[config.mk]
export PLATFORM = sky130hd
export DESIGN_NAME = text_write_ctrl
export DESIGN_NICKNAME = d
export VERILOG_FILES = /design/src/rtl/text_write_ctrl.sv
export SDC_FILE = /design/constraint.sdc
export NUM_CORES = 1
export LEC_CHECK = 0
export ABC_AREA = 1
export CAP_MARGIN = 20
export CELL_PAD_IN_SITES_DETAIL_PLACEMENT = 0
export CELL_PAD_IN_SITES_GLOBAL_PLACEMENT = 1
export CORE_ASPECT_RATIO = 1.4
export CORE_MARGIN = 2
export CORE_UTILIZATION = 45
export DETAILED_ROUTE_END_ITERATION = 6
export PLACE_DENSITY_LB_ADDON = 0.1
export SLEW_MARGIN = 20
export SYNTH_ARGS = -nofsm -noshare
export SYNTH_HDL_FRONTEND = slang
export SYNTH_SLANG_ARGS = --single-unit
[constraint.sdc]
create_clock -name clk -period 2.65 [get_ports clk]
set_clock_uncertainty 0.2 [all_clocks]
set_input_delay 0.53 -clock clk [delete_from_list [all_inputs] [get_ports clk]]
set_output_delay 0.53 -clock clk [all_outputs]
set_load 0.01 [all_outputs]
[src/rtl/text_write_ctrl.sv]
// Character-buffer write sequencer: buffers ASCII codes in a small FIFO and commits
// them, along with full-screen clears, only while the display is in vertical blanking.
`timescale 1ns/1ps
module text_write_ctrl #(
    parameter int COLS       = 16,
    parameter int ROWS       = 16,
    parameter int FIFO_DEPTH = 8,
    localparam int AW        = $clog2(COLS * ROWS)
) (
    input  logic          clk,
    input  logic          rst,
    input  logic          vblnk,
    input  logic [6:0]    in_data,
    input  logic          in_valid,
    output logic          in_ready,
    input  logic          clear_req,
    output logic          wr_en,
    output logic [AW-1:0] wr_addr,
    output logic [6:0]    wr_data,
    output logic          busy
);

    localparam int CW = $clog2(COLS);
    localparam int RW = $clog2(ROWS);
    localparam int PW = $clog2(FIFO_DEPTH);

    localparam logic [6:0] CH_SPACE = 7'h20;
    localparam logic [6:0] CH_CR    = 7'h0D;
    localparam logic [6:0] CH_BS    = 7'h08;

    typedef enum logic [1:0] {
        S_IDLE,
        S_CLEAR,
        S_WRITE
    } state_t;

    state_t          state_q;
    logic [AW-1:0]   clr_addr_q;
    logic [RW-1:0]   row_q;
    logic [CW-1:0]   col_q;
    logic            clear_pending_q;
    logic            wr_en_q;
    logic [AW-1:0]   wr_addr_q;
    logic [6:0]      wr_data_q;

    logic [6:0]      fifo_mem [FIFO_DEPTH];
    logic [PW-1:0]   wr_ptr_q;
    logic [PW-1:0]   rd_ptr_q;
    logic [PW:0]     count_q;
    logic [PW:0]     count_d;

    logic            fifo_full;
    logic            fifo_nonempty;
    logic            push;
    logic            pop;
    logic [6:0]      head;
    logic [CW-1:0]   col_inc;
    logic [CW-1:0]   col_dec;
    logic [RW-1:0]   row_inc;
    logic            col_last;

    assign fifo_full     = (count_q == (PW+1)'(FIFO_DEPTH));
    assign fifo_nonempty = (count_q != '0);
    assign push          = in_valid & ~fifo_full;
    assign pop           = (state_q == S_WRITE) & vblnk & fifo_nonempty;
    assign head          = fifo_mem[rd_ptr_q];

    assign col_inc  = col_q + CW'(1);
    assign col_dec  = col_q - CW'(1);
    assign row_inc  = row_q + RW'(1);
    assign col_last = (col_q == CW'(COLS - 1));

    always_comb begin
        count_d = count_q;
        case ({push, pop})
            2'b10:   count_d = count_q + 1'b1;
            2'b01:   count_d = count_q - 1'b1;
            default: count_d = count_q;
        endcase
    end

    // Storage carries no reset: only entries between the pointers are ever read.
    always_ff @(posedge clk) begin
        if (push) begin
            fifo_mem[wr_ptr_q] <= in_data;
        end
    end

    always_ff @(posedge clk) begin
        if (rst) begin
            wr_ptr_q <= '0;
            rd_ptr_q <= '0;
            count_q  <= '0;
        end else begin
            if (push) begin
                wr_ptr_q <= wr_ptr_q + 1'b1;
            end
            if (pop) begin
                rd_ptr_q <= rd_ptr_q + 1'b1;
            end
            count_q <= count_d;
        end
    end

    always_ff @(posedge clk) begin
        if (rst) begin
            state_q         <= S_IDLE;
            clr_addr_q      <= '0;
            row_q           <= '0;
            col_q           <= '0;
            clear_pending_q <= 1'b1;
            wr_en_q         <= 1'b0;
            wr_addr_q       <= '0;
            wr_data_q       <= '0;
        end else begin
            wr_en_q <= 1'b0;
            case (state_q)
                S_IDLE: begin
                    if (vblnk && clear_pending_q) begin
                        state_q         <= S_CLEAR;
                        clr_addr_q      <= '0;
                        row_q           <= '0;
                        col_q           <= '0;
                        clear_pending_q <= 1'b0;
                    end else if (vblnk && fifo_nonempty) begin
                        state_q <= S_WRITE;
                    end
                end
                S_CLEAR: begin
                    if (vblnk) begin
                        wr_en_q    <= 1'b1;
                        wr_addr_q  <= clr_addr_q;
                        wr_data_q  <= CH_SPACE;
                        clr_addr_q <= clr_addr_q + 1'b1;
                        if (clr_addr_q == AW'(COLS * ROWS - 1)) begin
                            state_q <= S_IDLE;
                        end
                    end
                end
                S_WRITE: begin
                    if (pop) begin
                        if (head == CH_CR) begin
                            col_q <= '0;
                            row_q <= row_inc;
                        end else if (head == CH_BS) begin
                            if (col_q != '0) begin
                                col_q     <= col_dec;
                                wr_en_q   <= 1'b1;
                                wr_addr_q <= {row_q, col_dec};
                                wr_data_q <= CH_SPACE;
                            end
                        end else begin
                            wr_en_q   <= 1'b1;
                            wr_addr_q <= {row_q, col_q};
                            wr_data_q <= head;
                            col_q     <= col_inc;
                            if (col_last) begin
                                row_q <= row_inc;
                            end
                        end
                    end else begin
                        state_q <= S_IDLE;
                    end
                end
                default: state_q <= S_IDLE;
            endcase
            // A request arriving in the same cycle a clear starts is kept for the next one.
            if (clear_req && state_q != S_CLEAR) begin
                clear_pending_q <= 1'b1;
            end
        end
    end

    assign in_ready = ~fifo_full;
    assign wr_en    = wr_en_q;
    assign wr_addr  = wr_addr_q;
    assign wr_data  = wr_data_q;
    assign busy     = clear_pending_q | (state_q == S_CLEAR) | fifo_nonempty;

endmodule
==> results.tsv <==
stage	metric	value	unit
routing	drt_first_pass_iters	4	
worst_setup_path	crit_start	state_q[1]	
worst_setup_path	start_kind	flop	
clock_network	holdBufCountCts	0	
worst_setup_path	crit_fanout	8	
grt	track_usage	19.4	%
routing	viasPerCell	4.88	
grt	antenna_found_initial	0	
clock_network	clk_path_buf_depth	2	
timing	slew_headroom	73.4	%
worst_setup_path	crit_chain	inv_1 > ha_2 > or3_1 > clkdlybuf4s50_1	
worst_setup_path	crit_type	reg -> out	
synth	syn-cell-area	5200	um^2
timing	post-route-min-period	2530	ps
die	dieArea	12500	um^2
power	p_total	5.10	mW
grt	grt_pass1_vias	3931	
clock_network	cts_setup_buffers	0	
synth	syn_nets	672	
timing	hold_slack	245	ps
die	die_w	94.9	um
routing	wl_met3	341	um
routing	avgRoutedWirePerCell	13.6	um
place	dpl_cell_area	5730	um^2
place	io_buffers	29	
worst_setup_path	crit_family	buffers and inverters	
power	power_density	846	nW/um^2
synth	ys_seq_elements	104	
final_layout	drive_above_1_share	9.10	%
worst_setup_path	cp_slowest_cell	clkdlybuf4s50_1	
routing	vias	4083	
final_layout	final_cell_area	6020	um^2
clock_network	clk_latency	340	ps
worst_setup_path	cp_data_arrival_time	1800	ps
worst_hold_path	min_from	rd_ptr_q[2]	
timing	setup_violations	0	
final_layout	area_growth	15.8	%
power	p_leak	2.71	nW
routing	drc	0	
die	rows	46	
synth	synth_ff_type	edfxtp_1	
routing	drt_wl_total	11400	um
routing	wl_met2	6110	um
place	dp_hpwl	8220	um
synth	synth_cell_types	34	
final_layout	final_cells	836	
clock_network	cts_tree	done	
synth	ys_warn_count	0	
die	fp.dieH	131	um
routing	drt_iter0_markers	179	
final_layout	final_nets	716	
die	core-area	11300	um^2
final_layout	antenna_cells	0	
grt	grt_max_degree	27	
worst_hold_path	hold_path.class	reg -> reg	
clock_network	clk_pin_slew_worst_paths	60	ps
synth	synth_edf_count	56	
synth	synthCells	644	
worst_setup_path	cp-end-kind	output port	
timing	fin_crit_sh	95.6	%
clock_network	htree_levels	3	
synth	async_flop_share	0	%
place	routabilityCongestion	0.784	
timing	finalMaxSlewViolations	0	
worst_setup_path	ff2ff_setup_slack	210	ps
final_layout	fin_util	53.4	%
flow_run	maxCapViolCount	0	
routing	wl_met1	4660	um
die	start_util	46.1	%
die	io_pins	30	
clock_network	cts-resized-gates	0	
clock_network	clock_sinks	104	
timing	worstMarginPinSlew	398	ps
clock_network	clockRootBuffer	clkbuf_16	
run_status	outcome	complete, no violations	
worst_setup_path	max_stage_delay	480	ps
routing	final_antenna_net_count	0	
routing	top_layer_used	met4	
final_layout	nFillCells	1089	
worst_setup_path	critPathRequiredTime	1920	ps
timing	fmax	395	MHz
worst_setup_path	critPathBufInv	2	
grt	grt_pass1_wl	18600	um
synth	yosysSeqAreaShare	50.8	%
timing	hold_viol_final	0	
grt	grt.overflow.total	0	
clock_network	cts_made_buffers	9	
synth	avgSynthCellArea	8.08	um^2
place	dp.cells	821	
power	peakVddDrop	0.409	mV
-- synth_stat cells (4+ instances only) --
| cell | count | area, um^2 |
|---|---|---|
| nor2_1 | 70 | 263 |
| nand2_4 | 4 | 45.0 |
| ha_1 | 15 | 188 |
| buf_6 | 5 | 56.3 |
| xnor2_1 | 4 | 35.0 |
| clkbuf_1 | 4 | 15.0 |
| inv_2 | 7 | 26.3 |
| o21ai_0 | 23 | 115 |
| edfxtp_1 | 56 | 1680 |
| nand2_2 | 4 | 25.0 |
| nand3_1 | 59 | 295 |
| buf_4 | 4 | 30.0 |
| o21ai_1 | 5 | 25.0 |
| nand2_1 | 170 | 638 |
| dfxtp_1 | 48 | 961 |
| buf_2 | 5 | 25.0 |
| a21oi_1 | 30 | 150 |
| nand4_1 | 4 | 25.0 |
| inv_1 | 103 | 387 |
-- placed cells by master (no fill, tap or decap), types with 5 or more instances in the layout --
| cell | synthesis | layout |
|---|---|---|
| buf_4 | 4 | 25 |
| clkdlybuf4s50_1 | 0 | 29 |
| nand2_1 | 170 | 170 |
| a21oi_1 | 30 | 30 |
| dfxtp_1 | 48 | 48 |
| inv_2 | 7 | 7 |
| o21ai_1 | 5 | 5 |
| clkbuf_16 | 0 | 9 |
| edfxtp_1 | 56 | 56 |
| inv_1 | 103 | 103 |
| nand3_1 | 59 | 59 |
| o21ai_0 | 23 | 23 |
| ha_1 | 15 | 14 |
| nor2_1 | 70 | 70 |
-- metrics by stage --
step | setup slack (ps) | TNS, ps
after global routing | -7.95 | -7.95
final | 117 | 0
after detailed placement | -152 | -152
after CTS | 9.51 | 0
after floorplan | 234 | 0
after global placement | -89.4 | -89.4
-- power by group --
| group | leakage (nW) | internal (mW) | switching, mW |
|---|---|---|---|
| Clock | 0.136 | 0.733 | 0.560 |
| Combinational | 1.67 | 0.716 | 1.05 |
| Sequential | 0.901 | 1.91 | 0.134 |
-- layout make-up --
type / count / area, um^2 / share of cell area [%]
flip-flops and latches: 104 / 2640 / 43.9
inverters: 112 / 420 / 6.98
multi-input cells: 406 / 2000 / 33.1
well taps: 144 / 180 / 2.99
clock buffers: 11 / 233 / 3.86
clock inverters: 4 / 55.1 / 0.914
repair buffers: 55 / 498 / 8.27
-- registers in the layout, indices dropped and copies added (netlist names), named ones only --
name,count
row_q,4
fifo_mem,56
wr_addr,8
wr_data,7
clr_addr_q,8
wr_ptr_q,3
rd_ptr_q,3
wr_en,1
state_q,2
count_q,4
clear_pending_q,1
col_q,4
-- routing by layer --
layer | global-route usage, % | up-vias
li1 | - | 2115
met1 | 22.1 | 1877
met2 | 35.0 | 73
met3 | 3.56 | 18
met4 | 7.73 | 0
met5 | 0 | -
-- cells by family (layout without fill, tap and decap cells) --
kind of cell	Yosys count	after routing	share of synthesized area [%]
buffers and inverters	134	182	11.0
DFF	104	104	50.8
xor gates and xnor gates	7	7	1.18
and+or+nand+nor	319	319	26.6
AOI/OAI and AO/OA	64	64	6.44
adders and majority gates	16	16	3.99
-- path summary, 6_finish.rpt --
| check | to | cells after the start |
|---|---|---|
| max | busy | 4 |
| max reg2reg | col_q[0] | 14 |
| min reg2reg | flop | 1 |
| min | flop | 1 |
No activity file was read; power rests on OpenSTA's default activity.
